## src/rtl/sseg_scan_capture.sv

```systemverilog
// Receive side of the 7-segment display multiplexer: samples the active-low an/seg bus and
// rebuilds the four digit patterns, with frame, error and stale-scan reporting.
module sseg_scan_capture #(
    parameter int unsigned SETTLE  = 4,
    parameter int unsigned TIMEOUT = 1_000_000
) (
    input  logic       clk,
    input  logic       reset,
    input  logic [3:0] an,
    input  logic [7:0] seg,
    input  logic       err_clr,
    output logic [7:0] dig0,
    output logic [7:0] dig1,
    output logic [7:0] dig2,
    output logic [7:0] dig3,
    output logic       frame_valid,
    output logic [7:0] frame_cnt,
    output logic       err,
    output logic       stale
);

    localparam logic [7:0]  SETTLE_MAX  = 8'(SETTLE);
    localparam logic [7:0]  SETTLE_LAST = 8'(SETTLE - 1);
    localparam logic [23:0] WD_LAST     = 24'(TIMEOUT - 1);

    logic [3:0]  an_q;
    logic [7:0]  seg_q;
    logic [11:0] prev_q;
    logic [7:0]  cnt_q, cnt_d;
    logic [3:0]  seen_q, seen_upd;
    logic [23:0] wd_q;

    logic [3:0] an_sel;
    logic       legal, illegal, same, capture, frame_done, expire;

    always_comb begin
        an_sel     = ~an_q;
        legal      = (an_sel != 4'd0) && ((an_sel & (an_sel - 4'd1)) == 4'd0);
        illegal    = (an_sel != 4'd0) && !legal;
        same       = ({an_q, seg_q} == prev_q);
        capture    = legal && same && (cnt_q == SETTLE_LAST);
        seen_upd   = seen_q | (capture ? an_sel : 4'd0);
        frame_done = capture && (seen_upd == 4'hF);
        // A capture in the expiry cycle restarts the watchdog instead.
        expire     = !capture && (wd_q == WD_LAST);

        cnt_d = 8'd0;
        if (legal && same) begin
            cnt_d = (cnt_q == SETTLE_MAX) ? cnt_q : cnt_q + 8'd1;
        end else if (legal) begin
            cnt_d = 8'd1;
        end
    end

    always_ff @(posedge clk or posedge reset) begin
        if (reset) begin
            an_q   <= 4'hF;
            seg_q  <= 8'hFF;
            prev_q <= 12'hFFF;
            cnt_q  <= 8'd0;
        end else begin
            an_q   <= an;
            seg_q  <= seg;
            prev_q <= {an_q, seg_q};
            cnt_q  <= cnt_d;
        end
    end

    always_ff @(posedge clk or posedge reset) begin
        if (reset) begin
            dig0 <= 8'hFF;
            dig1 <= 8'hFF;
            dig2 <= 8'hFF;
            dig3 <= 8'hFF;
        end else if (capture) begin
            if (an_sel[0]) dig0 <= seg_q;
            if (an_sel[1]) dig1 <= seg_q;
            if (an_sel[2]) dig2 <= seg_q;
            if (an_sel[3]) dig3 <= seg_q;
        end
    end

    always_ff @(posedge clk or posedge reset) begin
        if (reset) begin
            seen_q      <= 4'd0;
            frame_valid <= 1'b0;
            frame_cnt   <= 8'd0;
            wd_q        <= 24'd0;
            stale       <= 1'b0;
            err         <= 1'b0;
        end else begin
            frame_valid <= frame_done;
            if (frame_done) frame_cnt <= frame_cnt + 8'd1;

            if (frame_done || expire) seen_q <= 4'd0;
            else                      seen_q <= seen_upd;

            if (capture)               wd_q <= 24'd0;
            else if (wd_q != 24'hFFFFFF) wd_q <= wd_q + 24'd1;

            if (expire)           stale <= 1'b1;
            else if (frame_valid) stale <= 1'b0;

            if (illegal)      err <= 1'b1;
            else if (err_clr) err <= 1'b0;
        end
    end

endmodule

```

## config.mk

```make
export PLATFORM = sky130hd
export DESIGN_NAME = sseg_scan_capture
export DESIGN_NICKNAME = d
export VERILOG_FILES = /design/src/rtl/sseg_scan_capture.sv
export SDC_FILE = /design/constraint.sdc
export NUM_CORES = 1
export LEC_CHECK = 0
export ABC_AREA = 1
export BUFFER_PORTS_ARGS = -buffer_cell sky130_fd_sc_hd__buf_2
export CAP_MARGIN = 0
export CORE_UTILIZATION = 58
export DETAILED_ROUTE_END_ITERATION = 16
export GPL_ROUTABILITY_DRIVEN = 0
export GPL_TIMING_DRIVEN = 0
export PLACE_DENSITY = 0.8
export SETUP_SLACK_MARGIN = 0.4
export SLEW_MARGIN = 20
export SYNTH_ARGS = -nofsm -noshare
export SYNTH_HDL_FRONTEND = slang
export SYNTH_SLANG_ARGS = --single-unit
```

## constraint.sdc

```tcl
create_clock -name clk -period 3.9 [get_ports clk]
set_clock_uncertainty 0.05 [all_clocks]
set_input_delay 0.195 -clock clk [delete_from_list [all_inputs] [get_ports clk]]
set_output_delay 0.195 -clock clk [all_outputs]
set_load 0.1 [all_outputs]
```

==> qor.txt, run 1 <==
Status = complete, no violations
Launch point of the worst path = seg_q[2]
Reg clk slew, reported paths = 0.11 ns
Die height = 91.8 um
Initial antenna violation count = 0
CP bufs+invs = 1
Layout fillers = 624
Post-Syn Instances = 528
CP max stage cell = dfstp_2
Sink Count = 103
Post-synth EDFFs = 0
Synth warn = 0
Ys async rst share = 100%
Share of layout cells above drive strength 1 = 25.0%
# port buffers = 57
Avg Cell Area, Syn = 8.85 um^2
Seq cells post-synth = 103
Netlist cell types = 34
Root Buffer = clkbuf_8
Iter 0 DRT Violations = 185
CTS tree = done
Dpl ws = 1.54 ns
Post-synth top flop = dfstp_2
Core ar. = 0.00777 mm^2
Worst-Margin Slew = 0.578 ns
Worst path cell trace = xnor2_1 -> nand2_1 -> inv_1 -> nand2_1 -> nor2_4 -> nand4_1 -> nand2_2 -> nand2_2 -> nor2_8 -> nand2_4 -> nand2_1 -> nand2_1
CP Class = flop to flop
Grt ovf = 0
Leakage power = 2.72 nW
Post-DRT Antenna Nets = 0
WL final = 9680 um
Yosys top cell by area = dfstp_2
Worst setup margin = 1.50 ns
Startpoint types = flop
Synth area leaders = dfstp_2, dfrtp_1, nand2_1, inv_1, o21ai_0
Max_slew headroom = 61.1%
Mapped cell area = 0.00467 mm^2
Pwr/cell area = 335 mW/mm^2
RSZ-0062 raised after global routing = false
Tcrit/Tclk final = 61.6%
Xor/xnor cell area share of the yosys netlist = 3.75%
Die W = 91.8 um
Htree depth = 3
I/O pin count = 58
Clock period minus final worst setup slack = 2.40 ns
Post-cts resize count = 0
Synth Net Count = 547
Largest net degree at the start of global routing = 63
P&R area growth vs syn = 16.5%
First-pass GRT wire length = 16900 um
Drt first pass iters = 5
Flop-to-flop setup slack = 1.50 ns
Clock buffer depth = 2
Crit path DAT = 2.61 ns
WP data required = 4.11 ns
Final nets = 630
Top achievable clock speed = 416 MHz
Complex-gate fraction of the synthesized area = 6.86%
Slew Limit Fails = 0
Vias per cell = 5.25
Util after Layout = 70.1%
Worst path top cell family by delay = simple AND/OR/NAND/NOR gates
Number of global-route vias before repair = 3731
Synth Area in Adders = 1.07%
Num CTS Buffers = 9
Setup tns final = 0 ns
# diodes = 0
CP dominant cell by count = nand2_1
Share of the synthesized area in the top cell type = 31.5%
All-layer global routing usage = 25.3%
Hold Vio Cnt, Final = 0
Post-CTS setup repair buffer count = 0
Crit-path max FO = 9
Peak VDD IR = 0.205 mV
DP Wirelength = 6880 um
Synth Area in Simple Gates = 25.3%
Max cap viols = 0
Worst min path class = input port to async pin
Initial Utilization = 60.1%
Crit end category = flop
# setup viols final = 0
Slowest stage delay, CP = 0.61 ns
Post-synthesis mux area share = 0%
DRC Markers = 0
Reg2reg start = seg_q[2]
Total die area = 0.00842 mm^2
Worst-Skew Late Latency = 0.37 ns
Avg WL per Cell = 13.5 um
Largest family of logic cells by synthesized area = simple AND/OR/NAND/NOR gates
Register area share after synthesis = 56.7%
Via total after detailed routing = 3768
Rows = 32
## report_power, final
| group | switching [mW] | internal [mW] | total, mW |
|---|---|---|---|
| Clock | 0.389 | 0.248 | 0.638 |
| Combinational | 0.0487 | 0.0300 | 0.0787 |
| Sequential | 0.0136 | 1.09 | 1.11 |
## Yosys cell counts (all sizes together) (3+ instances only)
library cell and number:
nand2 158, inv 70, dfstp 56, dfrtp 47
nor2 38, o21ai 33, nand3 31, nor3 17
nand4 14, a21oi 11, xnor2 11, xor2 9
clkbuf 6, nor4 5, a31oi 4, ha 4
a211oi 3
## cell type report
cell class / instances / area [um^2] / area share (%)
Sequential cell: 103 / 2650 / 48.6
Multi-Input combinational cell: 347 / 1730 / 31.8
Timing Repair Buffer: 72 / 453 / 8.32
Inverter: 70 / 268 / 4.92
Tap cell: 102 / 128 / 2.34
Clock buffer: 9 / 124 / 2.28
Clock inverter: 7 / 62.6 / 1.15
Buffer: 8 / 32.5 / 0.598
## sequential cells by signal, summed over array words and instances (netlist names)
register / cells
wd_q: 24
prev_q: 12
cnt_q: 8
dig0: 8
dig1: 8
dig2: 8
dig3: 8
frame_cnt: 8
seg_q: 8
an_q: 4
seen_q: 4
err: 1
frame_valid: 1
stale: 1
## what timing repair did
action	CTS	global route
endpoints found under the hold margin	14	0
hold buffers	14	0
setup endpoints to repair	0	0
## path summary, 6_finish.rpt
path | endpoint | depth (start not counted)
worst max-delay path | frame_cnt[6] | 12
worst min-delay path | err | 3
worst max register to register | frame_cnt[6] | 12
worst min register to register | prev_q[1] | 0
max in group asynchronous | dig0[5] | 4
min in group clk | prev_q[1] | 0
## worst reg2reg max path, delay by kind of cell (launching register included)
kind	cells	cell delay, ns
simple gates	10	1.47
flops	1	0.61
xor+xnor	1	0.13
buf+inv	1	0.06
## layout by cell type (no fill, tap or decap), types with 2 or more instances in the layout
master	Yosys	layout
a211oi_1	3	3
a21oi_1	11	11
a31oi_1	4	4
buf_2	2	59
clkbuf_1	6	6
clkbuf_8	0	9
dfrtp_1	47	47
dfstp_2	56	56
dlygate4sd3_1	0	14
ha_1	4	4
inv_1	62	61
inv_2	8	8
inv_6	0	2
inv_8	0	3
nand2_1	154	154
nand2_2	3	3
nand3_1	31	31
nand4_1	14	14
nor2_1	34	34
nor2_4	2	2
nor3_1	16	16
nor4_1	4	4
o211ai_1	2	2
o21ai_0	32	32
or2_2	2	2
xnor2_1	11	11
xor2_1	9	9
## routing by layer
layer | track usage [%] | vias to the layer above | part of all wire, %
li1 | - | 1855 | -
met1 | 32.3 | 1809 | 45
met2 | 44.2 | 92 | 50
met3 | 5.06 | 12 | 4.2
met4 | 6.64 | 0 | 0.98
met5 | 0 | - | 0
## logic make-up after synthesis
| logic type | after synthesis |
|---|---|
| simple gates | 266 |
| flops | 103 |
| buf+inv | 78 |
| compound gates | 57 |
| xor+xnor | 20 |
| fa+ha+maj | 4 |
## through the flow
stage	power, mW	cells	cell area [um^2]	hold WS, ns
after CTS	1.84	718	5440	0.327
after global placement	1.19	687	5080	0.250
final	1.82	718	5440	0.336
after global routing	1.90	718	5440	0.344
after detailed placement	1.19	688	5120	0.179
after floorplan	1.17	528	4670	0.149
(Power assumes the default switching activity.)
==> inputs of run 2 (changes only) <==
- CORE_UTILIZATION: 58 -> 52
- PLACE_DENSITY: 0.8 -> 0.76
- clock period: 3.9 -> 2 ns (I/O delays scaled with it)
==> run 2 against run 1 <==
The flow now finishes with violations (setup timing); global-route usage up 0.71 points; critical path depth grew 1; via count grew 12%; non-clock buffer count grew 44; clock power grew 96%; routed wire length grew 32%; sequential share of layout area decreased by 7.1 points; critical path type unchanged; largest cell class unchanged.
==> qor.txt, run 2 (synthesis gave the netlist of run 1 again) <==
Hold Vio Cnt, Final = 0
DP Wirelength = 7140 um
Post-DRT Antenna Nets = 0
CP dominant cell by count = nand2_1
CTS tree = done
Seq. cell area = 0.00265 mm^2
Combinational power share = 5.6%
Util after Layout = 73.1%
All-layer global routing usage = 26.0%
CP Class = flop to flop
# diodes = 0
Top achievable clock speed = 462 MHz
Clock share of power = 34.6%
Dpl ws = -0.358 ns
Peak VDD IR = 0.557 mV
Final Non-Filler Cells = 768
FF-to-FF path depth = 13
Sink Count = 103
Largest net degree at the start of global routing = 32
Layout fillers = 555
I/O pin count = 58
Max cap viols = 0
Number of global-route vias before repair = 4156
First-pass GRT wire length = 19600 um
P&R area growth vs syn = 36.5%
Final nets = 674
Slowest stage delay, CP = 0.62 ns
Status = finished with violations
Avg WL per Cell = 16.6 um
Pwr/cell area = 567 mW/mm^2
Max reg flops = 24
Worst min path class = input port to async pin
Crit path DAT = 2.42 ns
Vias per cell = 5.51
Max_slew headroom = 66.5%
Leading registers by flop count = wd_q x24, prev_q x12
Placed Cells = 696
Drt first pass iters = 5
Via total after detailed routing = 4228
Reg clk slew, reported paths = 0.11 ns
Root Buffer = clkbuf_8
CP bufs+invs = 1
Commonest non-fill, non-tap cell in the layout = nand2_1
Tcrit/Tclk final = 108%
P_sw = 923 uW
WP data required = 2.25 ns
Htree depth = 3
Iter 0 DRT Violations = 234
Clock period minus final worst setup slack = 2.17 ns
Reg2reg end = frame_cnt[0]
Share of layout cells above drive strength 1 = 45.0%
Reg2reg start = an_q[0]
Initial Utilization = 53.6%
Reg with most FFs = wd_q
CP max stage cell = dfstp_2
Initial antenna violation count = 0
Num CTS Buffers = 9
Startpoint types = flop
Core ar. = 0.00872 mm^2
Sequential share of power = 59.8%
Multi-input gate area = 0.00213 mm^2
Cell internal pwr = 2.69 mW
Most frequent cells in the layout = nand2_1, buf_2, dfstp_2
Crit-path max FO = 8
Hold slack final = 0.224 ns
Flop-to-flop setup slack = -0.17 ns
Crit end category = flop
Worst path cell trace = nand2_1 -> nand2_1 -> nand2_1 -> nor2_2 -> nand2_2 -> nor2_4 -> nand4_1 -> nand2_2 -> nand2_4 -> nor2_8 -> buf_12 -> nand3_1 -> nand2_1
Worst-Skew Late Latency = 0.38 ns
# port buffers = 57
Clock buffer depth = 2
Post-DP Area = 0.00521 mm^2
Design Area, Final = 0.00638 mm^2
Grt ovf = 0
Failing checks = setup timing
Leakage power = 3.11 nW
# setup viols final = 59
Die W = 96.8 um
Total die area = 0.00937 mm^2
Worst setup margin = -0.165 ns
Worst path top cell family by delay = simple AND/OR/NAND/NOR gates
Switch share = 25.5%
Worst-Margin Slew = 0.505 ns
Rows = 34
Die height = 96.8 um
RSZ-0062 raised after global routing = true
WL final = 12800 um
DRC Markers = 0
Slew Limit Fails = 0
run 2: cell count changes in the layout (fill, tap and decap cells not counted), moves of 10 or more:
cell | before | now
o21ai_0 | 32 | 13
nand2_2 | 3 | 38
nand2_4 | 1 | 12
o21ai_2 | 0 | 14
buf_6 | 0 | 10
nand2_1 | 154 | 107
buf_4 | 0 | 27
run 2: worst register-to-register path: cells and delay by family, from the launching register on:
family,cells,cell delay [ns]
buffers and inverters,1,0.15
and+or+nand+nor,12,1.30
DFF,1,0.62
run 2: layout make-up:
cell class              count  share of cell area [%]
multi-input cells         347                    33.4
repair buffers            116                    14.0
well taps                 108                    2.12
plain buffers               8                    1.86
inverters                  70                    4.26
clock inverters             6                   0.824
clock buffers              10                    2.00
flip-flops and latches    103                    41.5
run 2: metal layers:
metal	share of wire, %	vias to the layer above	GRT usage (%)
met5	0	-	0
met3	5.0	35	6.00
met1	40	2093	32.9
met2	52	144	43.7
met4	2.5	0	9.53
li1	-	1956	-
run 2: power by group through the flow:
| stage | combinational, mW | sequential [mW] | clock (mW) |
|---|---|---|---|
| 2_1_floorplan | 0.0822 | 2.20 | 0 |
| 3_3_place_gp | 0.124 | 2.19 | 0 |
| 3_5_place_dp | 0.146 | 2.20 | 0 |
| 4_1_cts | 0.178 | 2.16 | 1.25 |
| 5_1_grt | 0.225 | 2.17 | 1.33 |
| 6_report | 0.202 | 2.16 | 1.25 |
run 2: worst max path at each step:
stage              from           end  slack [ns]  cells past startpoint
6_report        an_q[0]  frame_cnt[0]       -0.17                     13
5_1_grt         an_q[1]  frame_cnt[1]       -0.28                     13
4_1_cts        seg_q[0]  frame_cnt[0]       -0.03                     12
3_5_place_dp   seg_q[0]      wd_q[22]       -0.36                      9
3_3_place_gp   seg_q[0]      wd_q[16]       -0.30                      9
2_1_floorplan   an_q[3]  frame_cnt[4]        0.07                     11
run 2: repair_timing:
| item | 4_1_cts | 5_1_grt |
|---|---|---|
| hold endpoints to repair | 29 | 0 |
| setup buffers | 21 | 14 |
| endpoints found under the setup margin | 78 | 78 |
| pin swaps | 16 | 34 |
| cloned | 6 | 1 |
| hold buffers | 14 | 0 |
| gates resized for setup | 91 | 59 |
run 2: per-stage QoR:
stage                     TNS (ns)  power [mW]
after global routing        -11.55        3.72
final                        -4.42        3.62
after detailed placement    -10.04        2.34
after global placement       -7.92        2.32
after floorplan                  0        2.28
after CTS                   -0.207        3.59
==> inputs of run 3 (changes only) <==
- CELL_PAD_IN_SITES_DETAIL_PLACEMENT: default -> 1
- CELL_PAD_IN_SITES_GLOBAL_PLACEMENT: default -> 1
- CORE_ASPECT_RATIO: default -> 1.25
- CORE_UTILIZATION: 52 -> 40
- PLACE_DENSITY: 0.76 -> default
- PLACE_DENSITY_LB_ADDON: default -> 0.1
==> run 3 against run 2 <==
The run still ends with setup timing left; critical path type unchanged; critical endpoint is now frame_cnt[1]; combinational power shrank 3%; power grew 12%; count of clock-buffer cells in the layout is the same.
==> qor.txt, run 3 (synthesis gave the netlist of run 1 again) <==
Sink Count = 103
Crit path DAT = 2.46 ns
Htree depth = 3
Max cap viols = 0
Placed Cells = 723
Total die area = 0.0121 mm^2
Reg2reg end = frame_cnt[1]
Worst-Margin Slew = 0.616 ns
Worst path cell trace = nand2_2 -> nand2_2 -> nand2_1 -> nor2_1 -> nand2_1 -> nor2_4 -> nand4_1 -> nand2_2 -> nand2_4 -> nor2_8 -> nand2_4 -> nand2_1 -> nand2_1
FF-to-FF path depth = 13
Iter 0 DRT Violations = 82
Pwr/cell area = 625 mW/mm^2
Initial Utilization = 41.5%
WL final = 13400 um
Max_slew headroom = 58.5%
CP Class = flop to flop
CTS tree = done
Final Non-Filler Cells = 789
Die height = 123 um
Largest net degree at the start of global routing = 34
Reg with most FFs = wd_q
Core ar. = 0.0112 mm^2
DP Wirelength = 8430 um
Reg2reg start = an_q[0]
Worst-Skew Late Latency = 0.35 ns
Share of layout cells above drive strength 1 = 44.5%
Avg WL per Cell = 17.0 um
Post-DRT Antenna Nets = 0
Total power = 4.07 mW
Setup tns final = -8.37 ns
Vias per cell = 5.11
# setup viols final = 70
Flop-to-flop setup slack = -0.26 ns
All-layer global routing usage = 23.5%
Initial antenna violation count = 0
Clock period minus final worst setup slack = 2.26 ns
Leakage power = 3.17 nW
Leading registers by flop count = wd_q x24, prev_q x12
# port buffers = 57
Startpoint types = flop
Drt first pass iters = 4
Die W = 98.7 um
Reg clk slew, reported paths = 0.07 ns
WP data required = 2.20 ns
P&R area growth vs syn = 39.3%
Final nets = 668
Commonest non-fill, non-tap cell in the layout = nand2_1
Hold Vio Cnt, Final = 0
Top achievable clock speed = 443 MHz
CP max stage cell = dfstp_2
CP bufs+invs = 0
Peak VDD IR = 0.333 mV
CP dominant cell by count = nand2_1
Most frequent cells in the layout = nand2_1, buf_2, dfstp_2
Rows = 43
Crit end category = flop
Clock buffer depth = 2
Max reg flops = 24
Worst path top cell family by delay = simple AND/OR/NAND/NOR gates
Root Buffer = clkbuf_16
Worst min path class = input port to async pin
Status = finished with violations
Worst setup margin = -0.257 ns
# diodes = 0
First-pass GRT wire length = 21800 um
RSZ-0062 raised after global routing = true
Tcrit/Tclk final = 113%
I/O pin count = 58
Via total after detailed routing = 4032
Num CTS Buffers = 9
Slew Limit Fails = 0
Grt ovf = 0
DRC Markers = 0
Crit-path max FO = 8
Slowest stage delay, CP = 0.62 ns
Failing checks = setup timing
Number of global-route vias before repair = 4281
-- run 3: cell count changes in the layout (fill, tap and decap cells not counted), sizes merged --
cell | previous run | this run
buf | 103 | 96
inv | 73 | 71
clkinv | 2 | 3
clkinvlp | 1 | 2
nand3 | 31 | 32
-- run 3: per-layer routing --
layer	up-vias	share of wire, %	global-route usage [%]
met3	25	2.0	2.56
met2	65	54	43.1
li1	1933	-	-
met5	-	0	0
met1	2009	41	27.6
met4	0	3.0	10.6
-- run 3: area by class of cell --
type | count | area, um^2
buffer | 8 | 151
clock inverter | 6 | 43.8
tap | 135 | 169
multi-input combinational | 348 | 2160
inverter | 70 | 269
clock buffer | 10 | 239
timing repair buffer | 109 | 823
fill | 1255 | 4740
sequential | 103 | 2650
-- run 3: power by group --
part | switching [mW] | internal [mW]
combinational | 0.118 | 0.0767
sequential | 0.0293 | 2.13
clock | 0.821 | 0.886
total | 0.969 | 3.10
-- run 3: tightest hold or removal path: stages --
cell and delay (ns):
dlygate4sd3_1 0.54, buf_2 0.14, clkinvlp_4 0.33
-- run 3: how the worst max path moves through the flow --
stage / start / cells after the start / to
2_1_floorplan: an_q[3] / 11 / frame_cnt[4]
3_3_place_gp: an_q[0] / 10 / wd_q[21]
3_5_place_dp: an_q[0] / 10 / wd_q[5]
4_1_cts: an_q[0] / 13 / frame_cnt[2]
5_1_grt: an_q[0] / 13 / frame_cnt[0]
6_report: an_q[0] / 13 / frame_cnt[1]
-- run 3: repair_timing --
item,4_1_cts,5_1_grt
setup buffers,24,7
endpoints found under the hold margin,29,0
hold buffers,14,0
cloned,4,1
pin swaps,19,14
resized for setup,86,66
setup endpoints to repair,78,78
-- run 3: stage by stage --
stage	instance area [um^2]	hold slack, ns	setup WS, ns	util (%)
floorplan	4720	0.0545	0.0685	-
global placement	5180	0.156	-0.385	46.0
detailed placement	5240	0.103	-0.417	46.6
CTS	6230	0.296	-0.0749	55.4
global route	6510	0.335	-0.394	57.9
finish	6510	0.286	-0.257	57.9
